### config.mk
export PLATFORM = sky130hd
export DESIGN_NAME = im_loader
export DESIGN_NICKNAME = d
export VERILOG_FILES = /design/src/rtl/mc_pkg.sv /design/src/rtl/byte_timeout.sv /design/src/rtl/im_loader.sv
export SDC_FILE = /design/constraint.sdc
export NUM_CORES = 1
export LEC_CHECK = 0
export BUFFER_PORTS_ARGS = -buffer_cell sky130_fd_sc_hd__buf_2
export CAP_MARGIN = 20
export CORE_AREA = 2 2 107 109
export DETAILED_ROUTE_END_ITERATION = 16
export DIE_AREA = 0 0 109 111
export PLACE_DENSITY = 0.72
export SLEW_MARGIN = 20
export SYNTH_ARGS = -nofsm -noshare
export SYNTH_HDL_FRONTEND = slang
export SYNTH_HIERARCHICAL = 1
export SYNTH_SLANG_ARGS = --single-unit
### constraint.sdc
create_clock -name clk -period 2.75 [get_ports clk]
set_input_delay 0.1375 -clock clk [delete_from_list [all_inputs] [get_ports clk]]
set_output_delay 0.1375 -clock clk [all_outputs]
set_load 0.05 [all_outputs]
### src/rtl/mc_pkg.sv
// Shared definitions for the program-load path into the instruction memory.
// Latency: n/a (types and constants only).
// Backpressure: n/a.
package mc_pkg;

    // Instruction memory geometry, matching the four-port memory write port.
    localparam int IM_DEPTH  = 101;
    localparam int IM_ADDR_W = 16;
    localparam int IM_DATA_W = 16;

    // Loader frame-parsing states.
    typedef enum logic [2:0] {
        ST_IDLE    = 3'd0,
        ST_LEN_LO  = 3'd1,
        ST_LEN_HI  = 3'd2,
        ST_DATA_LO = 3'd3,
        ST_DATA_HI = 3'd4,
        ST_CHK     = 3'd5,
        ST_DONE    = 3'd6,
        ST_ERR     = 3'd7
    } im_state_e;

    // States in which a start pulse re-arms the loader and bytes are dropped.
    function automatic logic im_armable(input im_state_e s);
        return (s == ST_IDLE) || (s == ST_DONE) || (s == ST_ERR);
    endfunction

endpackage

### src/rtl/byte_timeout.sv
// Inter-byte idle watchdog: loadable down-counter, expired once TIMEOUT idle clocks elapse.
// Latency: expired is combinational from the count; count updates one clock after load/en.
// Backpressure: none; load has priority over counting.
module byte_timeout #(
    parameter int TIMEOUT = 50000
) (
    input  logic clk,
    input  logic rst_n,
    input  logic load,
    input  logic en,
    output logic expired
);

    localparam int CNT_W = (TIMEOUT > 1) ? $clog2(TIMEOUT) : 1;
    // A load at edge e followed by TIMEOUT idle cycles reaches zero during the last one.
    localparam logic [CNT_W-1:0] RELOAD = CNT_W'(TIMEOUT - 1);

    logic [CNT_W-1:0] cnt;

    // Reload on every byte or arm, otherwise count down while enabled and saturate at zero.
    always_ff @(posedge clk or negedge rst_n) begin
        if (!rst_n) begin
            cnt <= RELOAD;
        end else if (load) begin
            cnt <= RELOAD;
        end else if (en && (cnt != '0)) begin
            cnt <= cnt - CNT_W'(1);
        end
    end

    assign expired = en && (cnt == '0);

endmodule

### src/rtl/im_loader.sv
// Framed byte-stream loader: assembles little-endian words and writes them sequentially into instruction memory.
// Latency: write strobe, done and error all appear one clock after the deciding byte (or timeout).
// Backpressure: none; writes are naturally >= 2 clocks apart so the memory never stalls the stream.
module im_loader
    import mc_pkg::*;
#(
    parameter int DEPTH   = IM_DEPTH,
    parameter int TIMEOUT = 50000
) (
    input  logic                 clk,
    input  logic                 rst_n,
    input  logic                 start,
    input  logic                 rx_valid,
    input  logic [7:0]           rx_data,
    output logic                 im_write_en,
    output logic [IM_ADDR_W-1:0] im_addr,
    output logic [IM_DATA_W-1:0] im_input_data,
    output logic                 busy,
    output logic                 load_done,
    output logic                 load_error,
    output logic [15:0]          word_count
);

    localparam logic [15:0] DEPTH_W = 16'(DEPTH);

    im_state_e   state;
    logic [15:0] len;
    logic [7:0]  lo_byte;
    logic [7:0]  csum;
    logic        arm;
    logic        tmo_load;
    logic        tmo_en;
    logic        tmo_expired;
    logic [15:0] len_new;

    assign arm      = start && im_armable(state);
    assign tmo_load = rx_valid || arm;
    assign tmo_en   = !im_armable(state);
    assign len_new  = {rx_data, len[7:0]};

    byte_timeout #(
        .TIMEOUT (TIMEOUT)
    ) u_byte_timeout (
        .clk     (clk),
        .rst_n   (rst_n),
        .load    (tmo_load),
        .en      (tmo_en),
        .expired (tmo_expired)
    );

    // Frame parser: length capture, word assembly/write, running XOR checksum and status flags.
    always_ff @(posedge clk or negedge rst_n) begin
        if (!rst_n) begin
            state         <= ST_IDLE;
            len           <= '0;
            lo_byte       <= '0;
            csum          <= '0;
            im_write_en   <= 1'b0;
            im_addr       <= '0;
            im_input_data <= '0;
            busy          <= 1'b0;
            load_done     <= 1'b0;
            load_error    <= 1'b0;
            word_count    <= '0;
        end else begin
            // Write strobe is a single-cycle pulse.
            im_write_en <= 1'b0;

            if (arm) begin
                // A byte coinciding with the arm pulse is dropped on purpose.
                state         <= ST_LEN_LO;
                len           <= '0;
                lo_byte       <= '0;
                csum          <= '0;
                im_addr       <= '0;
                im_input_data <= '0;
                word_count    <= '0;
                busy          <= 1'b1;
                load_done     <= 1'b0;
                load_error    <= 1'b0;
            end else if (!im_armable(state)) begin
                if (rx_valid) begin
                    case (state)
                        ST_LEN_LO: begin
                            len[7:0] <= rx_data;
                            state    <= ST_LEN_HI;
                        end
                        ST_LEN_HI: begin
                            len[15:8] <= rx_data;
                            if (len_new == 16'd0) begin
                                state <= ST_CHK;
                            end else if (len_new > DEPTH_W) begin
                                state      <= ST_ERR;
                                busy       <= 1'b0;
                                load_error <= 1'b1;
                            end else begin
                                state <= ST_DATA_LO;
                            end
                        end
                        ST_DATA_LO: begin
                            lo_byte <= rx_data;
                            csum    <= csum ^ rx_data;
                            state   <= ST_DATA_HI;
                        end
                        ST_DATA_HI: begin
                            // Next write address always equals the words written so far.
                            im_write_en   <= 1'b1;
                            im_addr       <= IM_ADDR_W'(word_count);
                            im_input_data <= {rx_data, lo_byte};
                            word_count    <= word_count + 16'd1;
                            csum          <= csum ^ rx_data;
                            if ((word_count + 16'd1) == len) begin
                                state <= ST_CHK;
                            end else begin
                                state <= ST_DATA_LO;
                            end
                        end
                        ST_CHK: begin
                            busy <= 1'b0;
                            if (rx_data == csum) begin
                                state     <= ST_DONE;
                                load_done <= 1'b1;
                            end else begin
                                state      <= ST_ERR;
                                load_error <= 1'b1;
                            end
                        end
                        default: begin
                            state <= state;
                        end
                    endcase
                end else if (tmo_expired) begin
                    // Stream stalled mid-frame; words already written are left in place.
                    state      <= ST_ERR;
                    busy       <= 1'b0;
                    load_error <= 1'b1;
                end
            end
        end
    end

endmodule

==> key figures <==
Routing
  • DRC violation count after routing: 0
  • Final routed wire length divided by cell count: 16.31 um
  • Final WL: 12.79 mm
  • Antenna violation net count after detailed routing: 0
  • Vias per std cell: 5.695
  • Vias: 4465
  • Drt first pass iters: 5
  • First DRT Iteration DRCs: 467

Logic synthesis
  • Post-synth design cell area: 5363 um2
  • Fraction of registers with async set/reset: 1.000
  • Largest cells by area after synthesis: dfrtp_1 (44%), nand2_1 (7.4%), xor2_1 (4.9%)
  • Synthesized Nets: 605
  • Count of cell types in the netlist: 61
  • Share of Yosys cell area claimed by the top area cell type: 0.4386
  • Number of warning messages in the yosys log: 6
  • Sequential area share after synthesis: 0.4827
  • Synthesized area divided by synthesized cell count: 9.074 um2
  • Register bit count reported by yosys: 103
  • Dominant cell type by area after synthesis: dfrtp_1
  • Gate count of the mapped netlist: 591
  • Most used flip-flop cell after synthesis: dfrtp_1
  • EDFF count, synth: 0

Final layout
  • Fill cell total of the finished layout: 973
  • Number of nets in the layout: 651
  • Top library cells by usage in the layout, fill and taps aside: nand2_1 (106), dfrtp_1 (94), buf_2 (62), nor2_1 (47), nand3_1 (47)
  • Share of the core filled with cells: 0.5470
  • Area Overhead vs Synth: 13.00%
  • Leading cell type in the layout, fill and taps excluded: nand2_1
  • Final Instance Count excl. Fillers: 784
  • Proportion of layout cells with a drive suffix above 1: 0.1700
  • N_diodes: 0

Critical path
  • Start-to-end type of the worst setup path: reg2reg
  • Cell with the biggest individual delay on the critical path: or4b_1
  • Sort of element at the end of the critical path: flip-flop
  • Data arrival time of the critical path: 2.84 ns
  • Startpoint type of the worst setup path: flip-flop
  • Cells traversed along the worst timing path: and2_1, nor2_2, or3b_1, or4b_1, or4_1, a21oi_1
  • Worst r2r src: state[1]
  • Logic depth of the worst register-to-register path: 6
  • R2R Setup Slk: 0.17 ns
  • Timing startpoint of the critical path: state[1]
  • Gate family responsible for the most delay along the worst path: simple AND/OR/NAND/NOR gates
  • Timing endpoint of the critical path: u_byte_timeout/cnt[7]
  • Critical path's largest stage delay: 0.58 ns
  • Endpoint required time on the critical path: 3.01 ns
  • Maximum fanout count along the critical path: 10
  • Combined buffer and inverter count along the critical path: 0
  • End of the worst register-to-register path: u_byte_timeout/cnt[7]
  • CP Depth: 6

Floorplan
  • Ports: 64
  • Core Footprint: 11080 um2
  • Die Y: 111 um
  • Cell row count: 39
  • DIE AREA: 12100 um2
  • Effective utilization at floorplan: 0.4841
  • Die X: 109 um

STA
  • Worst Max-Slew Pin Slew: 0.8118 ns
  • Final Hold Viols: 0
  • Worst hold-check slack: 0.09382 ns
  • Unrepaired setup endpoints after global routing: false
  • Final cycle utilization of the critical path: 0.9369
  • Time the final worst path needs with I/O delays and setup: 2.576 ns
  • Final setup TNS: 0 ns
  • Highest clock frequency the design can meet: 0.3881 GHz
  • Max-slew headroom: 0.4559
  • Number of endpoints failing setup at the final stage: 0
  • Slew Viols, Final: 0
  • Worst Clk Skew: 0.005662 ns

Power
  • Proportion of total power due to net switching: 0.4083
  • Cell area power density: 869.0 nW/um2
  • Clock share of power: 0.221
  • Largest vdd supply drop: 0.4647 mV
  • Leakage power total: 2.873 nW
  • Fraction of power consumed by combinational cells: 0.377
  • Internal power contribution: 0.003116 W
  • P_sw: 0.002150 W
  • Portion of total power attributed to sequential cells: 0.401

Clock tree
  • Worst skew pair latency: 0.34 ns
  • Number of buffers on the longest clock path: 2
  • Cell chosen for the clock root: clkbuf_16
  • Clock tree from TritonCTS: yes
  • H-tree depth: 3
  • CTS sink count: 103
  • Cts bufs inserted: 9
  • Clock-pin slew on the worst setup and hold paths: 0.07 ns

Place
  • Total instance count after detailed placement: 768
  • Port Buf Inserts: 63
  • Dpl hpwl: 8.869 mm
  • Last weighted congestion value of the routability-driven placer: 0.8982

Global route
  • Largest net degree at the start of global routing: 64
  • Antenna violations before repair: 0
  • Number of global-route vias before repair: 4300
  • First-pass GRT wire length: 21.71 mm
  • GR Overflow Total: 0
  • Gr usage total: 0.2269

Status
  • Status: finished, final reports clean

Worst hold path
  • Class of the most critical hold timing path: in2reg

Flow run
  • Max Cap Violations: 0
==> metrics by stage <==
stage	setup WS, ns	total power, W	cell area (um2)
3_3_place_gp	0.1693	0.004041	5777
4_1_cts	0.1193	0.005299	6053
2_1_floorplan	0.1398	0.003578	5363
3_5_place_dp	0.03083	0.004114	5777
6_report	0.1736	0.005266	6060
5_1_grt	0.003668	0.005591	6060
==> worst min path at each step <==
stage          startpoint               endpoint  depth (start not counted)
2_1_floorplan       rst_n                   busy                          0
3_3_place_gp        rst_n  u_byte_timeout/cnt[7]                          1
3_5_place_dp        rst_n  u_byte_timeout/cnt[7]                          1
4_1_cts        rx_data[6]      im_input_data[14]                          3
5_1_grt        rx_data[6]      im_input_data[14]                          3
6_report       rx_data[6]      im_input_data[14]                          3
==> tightest hold or removal path, stage by stage <==
cell	delay, ns
buf_2	0.15
nand2_1	0.07
nand2_1	0.05
==> what timing repair did <==
item	CTS	global route
buffers inserted	0	0
endpoints found under the hold margin	31	0
resized for setup	1	1
hold buffers	1	0
setup endpoints to repair	1	4
==> sequential cells by signal (all words and copies together) (netlist names) <==
register            flops
load_error              1
len                    16
csum                    8
lo_byte                 8
im_input_data          16
im_write_en             1
load_done               1
im_addr                16
state                   3
busy                    1
u_byte_timeout/cnt     16
word_count             16
==> area by class of cell <==
type	instances	area (um2)	share of cell area
clock inverter	5	35.03	0.005782
clock buffer	10	229.0	0.03779
timing repair buffer	76	430.4	0.07103
sequential	103	2589	0.4272
multi-input combinational	438	2564	0.4231
tap	143	178.9	0.02953
inverter	9	33.78	0.005575
==> cells in the mapped netlist, drive strengths merged (8+ instances only) <==
master and count:
nand3 48, xor2 30, nor4 16, mux2i 16, nand2 106, xnor2 15, a21oi 28, dfstp 9
o21ai 17, o31ai 8, nor3 8, or3 11, dfrtp 94, clkbuf 28, buf 13, nor2 48
inv 9
==> routing by layer <==
metal	vias to the layer above	global-route usage	part of all wire
met2	103	0.3478	0.49
met4	0	0.06410	0.014
met5	-	0	0
li1	2142	-	-
met3	17	0.05409	0.043
met1	2203	0.3207	0.45
==> power groups by stage <==
stage          registers (W)  logic [W]  clock network [W]
3_3_place_gp         0.00212    0.00192                  0
3_5_place_dp         0.00214    0.00197                  0
5_1_grt              0.00215    0.00218            0.00125
6_report             0.00211    0.00199            0.00117
4_1_cts              0.00211    0.00199            0.00120
2_1_floorplan        0.00250    0.00108                  0
==> cell families after synthesis <==
family	share of synthesized area
DFF	0.4827
xor gates and xnor gates	0.07350
muxes	0.03196
and+or+nand+nor	0.2711
buffers and inverters	0.04153
AOI/OAI and AO/OA	0.09450
adders and majority gates	0.004666
Power figures use the tool's default switching activity.
